### src/rtl/tdm_demux2_pkg.sv
`default_nettype none
// ============================================================================
// Module : tdm_demux2_pkg
// Brief  : State encodings and parameter defaults shared by the 2-channel TDM
//          receiver (tdm_demux2) and the matching transmitter (tdm_mux2).
// Ports  : none (package)
// Rev    : 1.0  initial release
// ============================================================================
package tdm_demux2_pkg;

  // Slot-tracking states. The encodings are fixed so both ends of the link
  // agree on them.
  typedef enum logic [1:0] {
    HUNT   = 2'd0,   // searching for a sync-tagged A slot
    SLOT_B = 2'd1,   // A captured, next beat should be B
    SLOT_A = 2'd2    // pair complete, next beat should be a sync A
  } state_t;

  localparam int TIMEOUT_DEFAULT = 8;
  localparam int ERRW_DEFAULT    = 8;

endpackage : tdm_demux2_pkg
`default_nettype wire

### src/rtl/tdm_demux2_sat.sv
`default_nettype none
// ============================================================================
// Module : sat_counter
// Brief  : Up-counter that sticks at all-ones. Synchronous clear, async
//          active-low reset.
// Ports  : clk    - rising-edge clock
//          rst_n  - asynchronous active-low reset
//          inc_i  - count one event this cycle
//          clr_i  - synchronous clear (has priority over inc_i)
//          cnt_o  - current count (W bits)
// Rev    : 1.0  initial release
// ============================================================================
module sat_counter
  import tdm_demux2_pkg::*;
#(
  parameter int W = ERRW_DEFAULT
) (
  input  logic         clk,
  input  logic         rst_n,
  input  logic         inc_i,
  input  logic         clr_i,
  output logic [W-1:0] cnt_o
);

  logic [W-1:0] cnt_q;

  always_ff @(posedge clk or negedge rst_n) begin
    if (!rst_n) begin
      cnt_q <= '0;
    end else if (clr_i) begin
      cnt_q <= '0;
    end else if (inc_i && (cnt_q != {W{1'b1}})) begin
      cnt_q <= cnt_q + W'(1);
    end
  end

  assign cnt_o = cnt_q;

endmodule : sat_counter
`default_nettype wire

### src/rtl/tdm_demux2.sv
`default_nettype none
// ============================================================================
// Module : tdm_demux2
// Brief  : 2-channel TDM receiver. Splits an alternating A/B serial stream
//          (A slots tagged with sync) into two held, registered channel
//          outputs with strobes, and tracks frame lock and sync errors.
// Ports  : clk, rst_n            - clock, async active-low reset
//          in_data/in_valid/in_sync - incoming beat, sync marks an A slot
//          out_a/out_b           - last accepted A / B sample (held)
//          a_valid/b_valid       - 1-cycle update strobes
//          pair_valid            - out_a/out_b belong to one frame
//          locked                - frame alignment held
//          sync_err/err_cnt      - mismatch pulse and saturating count
// Rev    : 1.0  initial release
// ============================================================================
module tdm_demux2
  import tdm_demux2_pkg::*;
#(
  parameter int WIDTH   = 1,
  parameter int TIMEOUT = TIMEOUT_DEFAULT,
  parameter int ERRW    = ERRW_DEFAULT
) (
  input  logic             clk,
  input  logic             rst_n,
  input  logic [WIDTH-1:0] in_data,
  input  logic             in_valid,
  input  logic             in_sync,
  output logic [WIDTH-1:0] out_a,
  output logic [WIDTH-1:0] out_b,
  output logic             a_valid,
  output logic             b_valid,
  output logic             pair_valid,
  output logic             locked,
  output logic             sync_err,
  output logic [ERRW-1:0]  err_cnt
);

  // TIMEOUT is at most 255, so 8 bits always hold the idle count.
  localparam logic [7:0] IDLE_LAST = 8'(TIMEOUT - 1);

  state_t           state_q,  state_d;
  logic [7:0]       idle_q,   idle_d;
  logic [WIDTH-1:0] out_a_q,  out_a_d;
  logic [WIDTH-1:0] out_b_q,  out_b_d;
  logic             a_vld_q,  a_vld_d;
  logic             b_vld_q,  b_vld_d;
  logic             pair_q,   pair_d;
  logic             locked_q, locked_d;
  logic             serr_q,   serr_d;

  always_ff @(posedge clk or negedge rst_n) begin
    if (!rst_n) begin
      state_q  <= HUNT;
      idle_q   <= '0;
      out_a_q  <= '0;
      out_b_q  <= '0;
      a_vld_q  <= 1'b0;
      b_vld_q  <= 1'b0;
      pair_q   <= 1'b0;
      locked_q <= 1'b0;
      serr_q   <= 1'b0;
    end else begin
      state_q  <= state_d;
      idle_q   <= idle_d;
      out_a_q  <= out_a_d;
      out_b_q  <= out_b_d;
      a_vld_q  <= a_vld_d;
      b_vld_q  <= b_vld_d;
      pair_q   <= pair_d;
      locked_q <= locked_d;
      serr_q   <= serr_d;
    end
  end

  always_comb begin
    state_d  = state_q;
    idle_d   = idle_q;
    out_a_d  = out_a_q;
    out_b_d  = out_b_q;
    a_vld_d  = 1'b0;
    b_vld_d  = 1'b0;
    pair_d   = 1'b0;
    locked_d = locked_q;
    serr_d   = 1'b0;

    // Any accepted beat restarts the idle window, including a beat that
    // lands on the cycle the timeout would otherwise fire.
    if (in_valid) begin
      idle_d = '0;
    end

    case (state_q)
      HUNT: begin
        if (in_valid && in_sync) begin
          out_a_d = in_data;
          a_vld_d = 1'b1;
          state_d = SLOT_B;
        end
      end

      SLOT_B: begin
        if (in_valid) begin
          if (in_sync) begin
            // Early sync: the new beat restarts the frame as a fresh A.
            serr_d   = 1'b1;
            out_a_d  = in_data;
            a_vld_d  = 1'b1;
            locked_d = 1'b0;
          end else begin
            out_b_d  = in_data;
            b_vld_d  = 1'b1;
            pair_d   = 1'b1;
            locked_d = 1'b1;
            state_d  = SLOT_A;
          end
        end else if (idle_q == IDLE_LAST) begin
          // Half-received frame went stale: resynchronise silently.
          state_d  = HUNT;
          locked_d = 1'b0;
          idle_d   = '0;
        end else begin
          idle_d = idle_q + 8'd1;
        end
      end

      SLOT_A: begin
        if (in_valid) begin
          if (in_sync) begin
            out_a_d = in_data;
            a_vld_d = 1'b1;
            state_d = SLOT_B;
          end else begin
            // Missed sync: alignment is lost, drop the beat.
            serr_d   = 1'b1;
            locked_d = 1'b0;
            state_d  = HUNT;
          end
        end
      end

      default: begin
        state_d  = HUNT;
        locked_d = 1'b0;
      end
    endcase
  end

  // Fed from the next-state pulse so the count moves on the same cycle
  // that sync_err is seen.
  sat_counter #(
    .W (ERRW)
  ) u_err_cnt (
    .clk   (clk),
    .rst_n (rst_n),
    .inc_i (serr_d),
    .clr_i (1'b0),
    .cnt_o (err_cnt)
  );

  assign out_a      = out_a_q;
  assign out_b      = out_b_q;
  assign a_valid    = a_vld_q;
  assign b_valid    = b_vld_q;
  assign pair_valid = pair_q;
  assign locked     = locked_q;
  assign sync_err   = serr_q;

endmodule : tdm_demux2
`default_nettype wire

### config.mk
export PLATFORM = sky130hd
export DESIGN_NAME = tdm_demux2
export DESIGN_NICKNAME = d
export VERILOG_FILES = /design/src/rtl/tdm_demux2_pkg.sv /design/src/rtl/tdm_demux2_sat.sv /design/src/rtl/tdm_demux2.sv
export SDC_FILE = /design/constraint.sdc
export NUM_CORES = 1
export LEC_CHECK = 0
export CAP_MARGIN = 15
export CORE_UTILIZATION = 51
export DETAILED_ROUTE_END_ITERATION = 10
export HOLD_SLACK_MARGIN = 0.03
export PLACE_DENSITY = 0.77
export SYNTH_ARGS = -nofsm -noshare
export SYNTH_HDL_FRONTEND = slang
export SYNTH_SLANG_ARGS = --single-unit
### constraint.sdc
create_clock -name clk -period 2.8 [get_ports clk]
set_clock_uncertainty 0.1 [all_clocks]
set_input_delay 0.56 -clock clk [delete_from_list [all_inputs] [get_ports clk]]
set_output_delay 0.56 -clock clk [all_outputs]
set_load 0.005 [all_outputs]
==> impl_results.md <==
- CTS sink count: 24
- R2R Setup Slk: a little under 0.6 ns
- Worst Path Required: between 2 and 3 ns
- Ys Warns: 0
- Worst-Skew Late Latency: approximately 0.31 ns
- Number of max-cap violations: 0
- Worst min path class: reg -> reg
- Synthesized net count: 122
- Nets: around 150
- Drt total wl: ~2.2 mm
- Post-route antenna net violation count: 0
- Maximum clock rate: between 400 and 500 MHz
- # rows: 17
- Layout cells sized above 1: around a tenth
- Placed Cells: ~160
- Setup TNS: 0 ns
- Core area: between 2000 and 2500 um^2
- First-pass GRT wire length: between 3 and 4 mm
- Inserted Clock Buffers: 3
- Detailed-route DRC error count: 0
- Place WS: around 0.47 ns
- Synth Instances: about 110
- Syn avg cell area: between 10 and 15 um^2
- RSZ-0062 raised after global routing: false
- Leak: about 0.67 nW
- Ys flop type: dfrtp_1
- Via count: 908
- Post-synth EDFFs: 0
- Final std cells w/o fill: 160
- Area grow syn2layout: 20.5%
- Die height: between 50 and 60 um
- Gr usage total: a little under a fifth
- Clock Root Buffer: clkbuf_4
- Period utilization: 79.2%
- GP Congestion: 0.818
- Vias in the first global route: ~840
- Peak supply drop: roughly 0.00066 V
- HPWL Detailed: ~1.7 mm
- Resize count post-CTS: 0
- Ys async rst share: 100%
- IO Port Bufs: 19
- Slew HR: a little over three fifths
- Final setup fails: 0
- Most Crowded Layer GR: met2
- Minimum clock period: around 2.2 ns
- Routing usage on met1: a little under a quarter
- CTS Buffer Depth: 2
- DRT Pass-1 Iters: 4
- Post-layout util: between 60% and 70%
- FF+latch area: roughly 600 um^2
- Post-synth top area share: between 40% and 50%
- Comb pwr share: a little over two fifths
- ANT cells: 0
- GR Util met2: between 30% and 40%
- Net Sw Frac: approximately 36%
- Worst setup SP type: flip-flop
- Status: complete, no violations
- Largest net degree at the start of global routing: 25
- Critical Path, Cell by Cell: inv_1, ha_1, mux2i_1, a211oi_2, mux2_2
- Grt ovf: 0
- Setup crit end kind: flip-flop
- Worst-path clk slew: about 0.12 ns
- Hold endpoint: u_err_cnt.cnt_o[7]
- Starting Density: approximately 54%
- Hold Slack: slightly above 0.4 ns
- Final hold vios: 0
- Clock share of power: around an eighth
- Multi-input gate area: ~580 um^2
- Kind of critical path: reg -> reg
- Yosys reg bits: 24
- Synth cell types: 33
- Most common cell in the netlist: dfrtp_1
- Filler cell count: 163
- Max stage delay on crit path: approximately 0.48 ns
- DR WL/cell: between 10 and 15 um
- Drt via density: about 5.7
- Cell taking the most area after synthesis: dfrtp_1
- Met3 usage in global routing: ~6.4%
- Worst-path maximum fanout: 9
- Mapped Area: around 1200 um^2
- CTS tree: built
- Final setup margin: ~0.58 ns
- Chip width: between 50 and 60 um
- Tightest Pin Transition: roughly 0.55 ns
- Hold path cells: 1
- Min-delay src: u_err_cnt.cnt_o[7]
- CP Data Arrival Time: 2.33 ns
- Sequential Power Share: 43.5%
- R2R Path End: u_err_cnt.cnt_o[1]
- Pins Over Slew Limit: 0
- R2R depth: 5
- Slowest-stage cell, CP: a211oi_2
- Post-synth top cells: dfrtp_1 (24), nand2_1 (10), nor2_1 (8)
- Pwr Density: between 800 and 900 nW/um^2
- Top-Level Pins: 20
- R2r startpoint: state_q[1]
- Initial antenna violation count: 0
- Net switching component of the power: 0.000419 W
- Register area share after synthesis: 49.6%
- Internal Pwr Total: 0.000757 W
- Hold Buf Count CTS: 0
- Iteration-0 DRC Markers: 8
- Ranking of synthesized cells by area: dfrtp_1 (50%), ha_1 (6.2%), xnor2_1 (4.3%)
- H-tree level count: 1
- Die ar.: ~2600 um^2
- # Post-CTS Setup Buffers: 0
layout make-up:
cell class | instances | area share [%]
multi-input cells | 80 | 39.7
flip-flops and latches | 24 | 41.2
inverters | 4 | 1.03
repair buffers | 21 | 14.1
well taps | 28 | 2.40
clock buffers | 3 | 1.55
metal layers:
layer	vias up	wire length [um]
met5	-	0
li1	440	-
met2	23	1100
met4	0	27
met3	5	97
met1	440	996
state kept, by name, indices dropped and copies added (netlist names):
| signal | cells |
|---|---|
| sync_err | 1 |
| locked | 1 |
| u_err_cnt.cnt_o | 8 |
| state_q | 2 |
| pair_valid | 1 |
| out_b | 1 |
| a_valid | 1 |
| out_a | 1 |
| idle_q | 8 |
cells by family after synthesis:
logic type | synth area share, %
mux | 7.14
compound gates | 10.4
simple gates | 18.3
fa+ha+maj | 6.20
xor+xnor | 5.79
buf+inv | 2.48
flops | 49.6
metrics by stage:
step | power [W] | cell area [um^2]
2_1_floorplan | 0.000829 | 1210
3_3_place_gp | 0.00101 | 1440
3_5_place_dp | 0.00104 | 1440
4_1_cts | 0.00119 | 1460
5_1_grt | 0.00127 | 1460
6_report | 0.00118 | 1460
placed cells by master, fill, tap and decap left out, drive strengths merged:
cell type      instances
nand3                  6
nor2b                  1
or2                    1
a21oi                  4
a211o                  1
ha                     6
a22o                   1
inv                    4
buf                    2
nor3                   2
clkbuf                 3
nor2                   8
or4                    1
clkdlybuf4s50         19
o22ai                  1
xor2                   2
dfrtp                 24
o21ai                  4
xnor2                  6
and4                   1
mux2                   5
nand4                  5
o31a                   1
a211oi                 1
nand2                 10
mux2i                  3
a21o                   2
o311ai                 1
or3                    2
and3                   4
nor3b                  1
worst max path at each step:
stage / startpoint / endpoint
2_1_floorplan: state_q[1] / u_err_cnt.cnt_o[1]
3_3_place_gp: in_sync / u_err_cnt.cnt_o[1]
3_5_place_dp: in_sync / u_err_cnt.cnt_o[1]
4_1_cts: state_q[1] / u_err_cnt.cnt_o[1]
5_1_grt: state_q[1] / u_err_cnt.cnt_o[1]
6_report: state_q[1] / u_err_cnt.cnt_o[1]
power by group through the flow:
stage	Sequential [W]	Clock (W)	Combinational [W]
2_1_floorplan	0.000508	0	0.000321
3_3_place_gp	0.000512	0	0.000499
3_5_place_dp	0.000518	0	0.000519
4_1_cts	0.000510	0.000158	0.000521
5_1_grt	0.000520	0.000171	0.000580
6_report	0.000511	0.000147	0.000518
worst max-delay path: cells and delay by family (launching register included):
kind	cells	cell delay, ns
buf+inv	1	0.09
flops	1	0.43
compound gates	1	0.48
mux	2	0.59
fa+ha+maj	1	0.42
Note: power is estimated with default switching activity, not from simulation.
